<file path="src/rtl/sw_debounce_if.sv">
// Switch-conditioning bus: raw board pins in, debounced levels and edge pulses out.
// All outputs are registered in sw_debounce; consumers sample them on the rising clk edge.
interface sw_debounce_if #(
  parameter int WIDTH = 8
);
  logic [WIDTH-1:0] sw_raw;
  logic [WIDTH-1:0] sw_clean;
  logic [WIDTH-1:0] sw_rise;
  logic [WIDTH-1:0] sw_fall;
  logic             any_change;

  modport master (
    output sw_raw,
    input  sw_clean,
    input  sw_rise,
    input  sw_fall,
    input  any_change
  );

  modport slave (
    input  sw_raw,
    output sw_clean,
    output sw_rise,
    output sw_fall,
    output any_change
  );
endinterface

</file>
<file path="src/rtl/sw_debounce.sv">
// Per-bit slide-switch conditioner: 2-FF synchronizer, stability counter,
// registered clean level plus one-cycle rise/fall pulses.
module sw_debounce #(
  parameter int WIDTH         = 8,
  parameter int STABLE_CYCLES = 1000000
) (
  input  logic          clk,
  input  logic          rst,
  sw_debounce_if.slave  bus
);
  localparam int            CW      = (STABLE_CYCLES > 1) ? $clog2(STABLE_CYCLES) : 1;
  localparam logic [CW-1:0] CNT_MAX = CW'(STABLE_CYCLES - 1);

  logic [WIDTH-1:0] r_sync1;
  logic [WIDTH-1:0] r_sync2;
  logic [WIDTH-1:0] r_clean;
  logic [WIDTH-1:0] r_rise;
  logic [WIDTH-1:0] r_fall;
  logic             r_any;
  logic [CW-1:0]    r_cnt [WIDTH];

  logic [WIDTH-1:0] w_diff;
  logic [WIDTH-1:0] w_done;

  // A bit commits when it has differed for STABLE_CYCLES consecutive edges.
  always_comb begin
    w_diff = r_sync2 ^ r_clean;
    w_done = '0;
    for (int i = 0; i < WIDTH; i++) begin
      w_done[i] = w_diff[i] && (r_cnt[i] == CNT_MAX);
    end
  end

  always_ff @(posedge clk) begin
    if (rst) begin
      r_sync1 <= '0;
      r_sync2 <= '0;
      r_clean <= '0;
      r_rise  <= '0;
      r_fall  <= '0;
      r_any   <= 1'b0;
      for (int i = 0; i < WIDTH; i++) begin
        r_cnt[i] <= '0;
      end
    end else begin
      r_sync1 <= bus.sw_raw;
      r_sync2 <= r_sync1;
      r_clean <= r_clean ^ w_done;
      r_rise  <= w_done & r_sync2;
      r_fall  <= w_done & ~r_sync2;
      r_any   <= |w_done;
      // Any return to the clean level, or a commit, restarts the count.
      for (int i = 0; i < WIDTH; i++) begin
        if (w_diff[i] && !w_done[i]) begin
          r_cnt[i] <= r_cnt[i] + 1'b1;
        end else begin
          r_cnt[i] <= '0;
        end
      end
    end
  end

  assign bus.sw_clean   = r_clean;
  assign bus.sw_rise    = r_rise;
  assign bus.sw_fall    = r_fall;
  assign bus.any_change = r_any;
endmodule

</file>
<file path="src/flat_wrapper.sv">
// flat-port wrapper written by rule: the top's interface ports become plain ports
module sw_debounce_flat 
#(
  parameter int WIDTH         = 8,
  parameter int STABLE_CYCLES = 1000000
)
  (clk, rst, bus_sw_raw, bus_sw_clean, bus_sw_rise, bus_sw_fall, bus_any_change);
  sw_debounce_if #(.WIDTH(WIDTH)) bus_i ();
  input  logic clk;
  input  logic rst;
  input wire logic [$bits(bus_i.sw_raw)-1:0] bus_sw_raw;
  output wire logic [$bits(bus_i.sw_clean)-1:0] bus_sw_clean;
  output wire logic [$bits(bus_i.sw_rise)-1:0] bus_sw_rise;
  output wire logic [$bits(bus_i.sw_fall)-1:0] bus_sw_fall;
  output wire logic [$bits(bus_i.any_change)-1:0] bus_any_change;
  assign bus_i.sw_raw = bus_sw_raw;
  assign bus_sw_clean = bus_i.sw_clean;
  assign bus_sw_rise = bus_i.sw_rise;
  assign bus_sw_fall = bus_i.sw_fall;
  assign bus_any_change = bus_i.any_change;
  sw_debounce #(.WIDTH(WIDTH), .STABLE_CYCLES(STABLE_CYCLES)) u_core (.clk(clk), .rst(rst), .bus(bus_i));
endmodule
</file>
<file path="config.mk">
export PLATFORM = sky130hd
export DESIGN_NAME = sw_debounce_flat
export DESIGN_NICKNAME = d
export VERILOG_FILES = /design/src/rtl/sw_debounce_if.sv /design/src/rtl/sw_debounce.sv /design/src/flat_wrapper.sv
export SDC_FILE = /design/constraint.sdc
export NUM_CORES = 1
export LEC_CHECK = 0
export BUFFER_PORTS_ARGS = -buffer_cell sky130_fd_sc_hd__clkbuf_2
export CAP_MARGIN = 15
export CELL_PAD_IN_SITES_DETAIL_PLACEMENT = 1
export CELL_PAD_IN_SITES_GLOBAL_PLACEMENT = 2
export CORE_ASPECT_RATIO = 0.5
export CORE_MARGIN = 2
export CORE_UTILIZATION = 38
export DETAILED_ROUTE_END_ITERATION = 10
export GPL_TIMING_DRIVEN = 0
export HOLD_SLACK_MARGIN = 0.08
export PLACE_DENSITY = 0.81
export SLEW_MARGIN = 20
export SYNTH_ARGS = -nofsm -noshare
export SYNTH_HDL_FRONTEND = slang
export SYNTH_SLANG_ARGS = --single-unit
</file>
<file path="constraint.sdc">
create_clock -name clk -period 2.3 [get_ports clk]
set_input_delay 0.115 -clock clk [delete_from_list [all_inputs] [get_ports clk]]
set_output_delay 0.115 -clock clk [all_outputs]
set_load 0.03 [all_outputs]
</file>
# After elaboration in Yosys (flattened, before gate mapping)
# Memory sizes are Yosys's and may differ from the RTL's.
# Index checks and enable logic that the tools add are counted.
[totals] ff_bits=41 ram_bits=160 inputBits=10 mem_count=1
[op_classes] addsub=8 eq_ne=8 n_mux=66 bitwise_logic=21 reduce_logical=25
[mem_list] memory="u_core.r_cnt" words=8 width=20 rd=8 rd_ports_with_merged_regs=0 write_ports=8 line="sw_debounce.sv:20" text="logic [CW-1:0] r_cnt [WIDTH];"
[ops] op="$mux 20" n=16
[ops] op="$add 20x1->20 const B" n=8
[ops] op="$eq 20x20->1 const B" n=8
[ops] op="$mux 1" n=50
[ops] op="$and 8x8->8" n=2
[ops] op="$logic_and 1x1->1" n=16
[ops] op="$or 1x1->1" n=16
[ops] op="$xor 8x8->8" n=2
[ops] op="$logic_not 1->1" n=8
[ops] op="$not 8->8" n=1
[ops] op="$reduce_or 8->1" n=1

# Longest topological paths before layout
[logic_depth] ltp_word=9 depth_mapped=7 depth_no_buf=5

# Worst setup path before layout
# Ideal clock, no wire load.
[synth_path] path_type="reg2reg" startpoint="mem u_core.r_cnt[1][48] (netlist name)" endpoint="mem u_core.r_cnt[1][48] (netlist name) (data pin)" setup_time_ps=254 arrival_time_ps=1980 path_slack_ps=66 stages_incl_launch_ff=6 n_path_buf=1 period_less_slack_ps=2234 cell_sequence="edfxtp_1 or4_4 or4_4 o21ai_4 buf_6 nor2_1"
[synth_lines] item="start, declared" line="sw_debounce.sv:20"

==> run_results.csv <==
group,metric,value,unit
run_status,status,"finished clean",
sta,worst_pin_slew,0.955,ns
sta,hold_viol,0,
global_route,grt_pass1_vias,8313,
place,dp_slack,-0.472,ns
critical_path,cp-start-kind,"register",
critical_path,critPathArrivalTime,2.54,ns
sta,skew,0.00967,ns
detailed_routing,routed-via-count,8296,
finish,num-fill-cells,3068,
finish,nNetsFinal,1251,
global_route,antenna_found_initial,1,
power,powerDensity,639,mW/mm2
logic_synthesis,ys_top_cells_by_area,"edfxtp_1 47%, dfxtp_1 8.0%, xnor2_1 4.1%",
global_route,grt_pass1_wl,41800,um
die,dieArea,0.0286,mm2
logic_synthesis,yosysUniqueCellTypes,46,
place,io_buffers,34,
logic_synthesis,yosysMostFrequentCell,"edfxtp_1",
place,dp_hpwl,17800,um
logic_synthesis,synth_edf_count,160,
logic_synthesis,synth_cells,975,
finish,layoutNonFillerInstCount,1601,
global_route,grt_usage,0.180,
logic_synthesis,synth-seq-cells,201,
detailed_routing,ant_nets,0,
power,p_leak,4.32,nW
logic_synthesis,synth_top_area_share,0.465,
logic_synthesis,yosysWarnings,0,
place,dp.cells,1520,
die,core,0.0266,mm2
finish,multi_input_area,0.00526,mm2
detailed_routing,wl_per_cell,16.0,um
clock_tree,clk_latency,0.52,ns
die,placementRows,42,
finish,final_cell_area,0.0128,mm2
logic_synthesis,synth.cell_area,0.0103,mm2
critical_path,end_kind,"register",
critical_path,criticalPathCategory,"register to register",
logic_synthesis,synthTopCellsByCount,"160 x edfxtp_1, 102 x nor2_1, 71 x a21oi_1, 62 x nand3_1, 55 x nand2_1",
sta,grt_setup_unrepaired,"yes",
finish,syn_to_final_growth,23.9,%
global_route,overflow,0,
clock_tree,clk_path_buf_depth,3,
logic_synthesis,yosysTopAreaCell,"edfxtp_1",
sta,worst_slack,0.0226,ns
detailed_routing,initialDrtViolationCount,417,
detailed_routing,drc,0,
hold_path,hold_path_class,"input pin to register",
logic_synthesis,yosys_most_used_dff,"edfxtp_1",
place,routabilityCongestion,0.791,
sta,fin_crit,2.28,ns
logic_synthesis,avgSynthCellArea,10.6,um2
place,placed_area,0.0115,mm2
clock_tree,clk_pin_slew_worst_paths,0.07,ns
power,max-vdd-ir-drop,0.000509,V
detailed_routing,routed_wl,25600,um
clock_tree,cts.htree.levels,1,
detailed_routing,dr.pass1.iters,4,
finish,layout-drive-gt1-share,0.127,
clock_tree,cts_buffers,21,
clock_tree,cts_tree,"yes",
die,die_h,121,um
die,die_w,237,um
finish,seq_area,0.00563,mm2
logic_synthesis,ys_seq_area_frac,0.545,
global_route,grt_max_degree,20,
critical_path,worstPathMaxFanout,8,
flow_run,max_cap_violations,0,
sta,timing.fmax,439,MHz
sta,setup_tns,0,ns
sta,period_share,0.990,
critical_path,required,2.57,ns
die,initial_core_util,0.388,
detailed_routing,vias_per_cell,5.18,
clock_tree,clock-root-buffer,"clkbuf_16",
sta,drv_slew,0,
logic_synthesis,synth-async-reset-ratio,0,
die,pin_count,35,
sta,setup_viol,0,
sta,relSlewSlack,0.363,
clock_tree,cts.sinks,201,
sequential cells by signal, summed over array words and instances, names as in the netlist, named ones only:
signal                 flops
u_core.bus.sw_rise         8
u_core.r_cnt             160
u_core.bus.any_change      1
u_core.bus.sw_fall         8
u_core.r_sync2             8
u_core.r_sync1             8
through the flow:
step                power (W)  utilization  hold WS [ns]
floorplan             0.00446            -         0.243
global placement      0.00456        0.434         0.328
detailed placement    0.00458        0.434         0.335
CTS                   0.00825        0.472         0.137
global route          0.00848        0.481         0.176
finish                0.00817        0.481         0.187
critical path: stages, from the launching register on:
cell	delay, ns
edfxtp_1	0.40
or4_4	0.55
or4_4	0.59
o21ai_4	0.25
buf_12	0.19
a21oi_2	0.04
timing repair:
item / 4_1_cts / 5_1_grt
setup endpoints to repair: 128 / 130
pin swaps: 7 / 12
buffers inserted: 14 / 21
cloned: 1 / 0
hold buffers: 8 / 0
gates resized for setup: 20 / 20
endpoints found under the hold margin: 8 / 0
cells in the final DEF, fill, tap and decap left out, drive strengths merged, types with 2 or more instances in the layout:
| cell type | instances |
|---|---|
| xor2 | 41 |
| nor4 | 16 |
| and2 | 11 |
| clkinv | 7 |
| dfxtp | 41 |
| nor4b | 21 |
| nor3 | 11 |
| and4 | 15 |
| xnor2 | 48 |
| nor2 | 102 |
| a21oi | 71 |
| clkbuf | 82 |
| nand2 | 55 |
| conb | 160 |
| and3 | 19 |
| nor2b | 19 |
| dlygate4sd3 | 8 |
| nand4 | 39 |
| or4 | 47 |
| ha | 8 |
| o21ai | 44 |
| buf | 42 |
| inv | 22 |
| or4b | 5 |
| nand3 | 62 |
| edfxtp | 160 |
| or3 | 34 |
| o32a | 2 |
| nor4bb | 3 |
| o31ai | 35 |
| a32oi | 2 |
| or2 | 7 |
metal layers:
layer	wire, um	track usage	up-vias
met2	12300	0.311	58
met3	640	0.0338	28
met1	12300	0.237	4134
met4	395	0.0369	0
met5	0	0	-
li1	-	-	4076
area by class of cell:
cell class | count | share of cell area
Sequential cell | 201 | 0.440
Multi-Input combinational cell | 884 | 0.411
Clock buffer | 27 | 0.0493
Timing Repair Buffer | 78 | 0.0422
Tap cell | 352 | 0.0344
Buffer | 27 | 0.0103
Clock inverter | 11 | 0.00685
Inverter | 20 | 0.00587
Antenna cell | 1 | 0.000196
report_power, final:
part | switching [W] | internal (W) | leakage [nW]
Sequential | 0.000144 | 0.00406 | 1.98
Combinational | 0.000218 | 0.000149 | 1.97
Clock | 0.00155 | 0.00206 | 0.363
Total | 0.00191 | 0.00626 | 4.32
path summary, 6_finish.rpt:
kind / depth (start not counted) / to / slack, ns / from
worst max-delay path: 5 / u_core.r_cnt[1][55]$_SDFFCE_PP0P_ / 0.02 / u_core.r_cnt[1][51]$_SDFFCE_PP0P_
worst min-delay path: 4 / u_core.r_cnt[1][42]$_SDFFCE_PP0P_ / 0.19 / rst
worst max register to register: 5 / u_core.r_cnt[1][55]$_SDFFCE_PP0P_ / 0.02 / u_core.r_cnt[1][51]$_SDFFCE_PP0P_
worst min register to register: 1 / u_core.r_sync2[3]$_SDFF_PP0_ / 0.44 / u_core.r_sync1[3]$_SDFF_PP0_
cell families after synthesis:
logic type,Yosys count,share of synthesized area
XOR/XNOR,89,0.0755
flip-flops,201,0.545
AND/OR/NAND/NOR,472,0.260
buffers and inverters,49,0.0201
AO/OA/AOI/OAI,155,0.0893
adder cells (fa/ha/maj),8,0.00970
other,1,0.000363
Note: power is estimated with default switching activity, not from simulation.
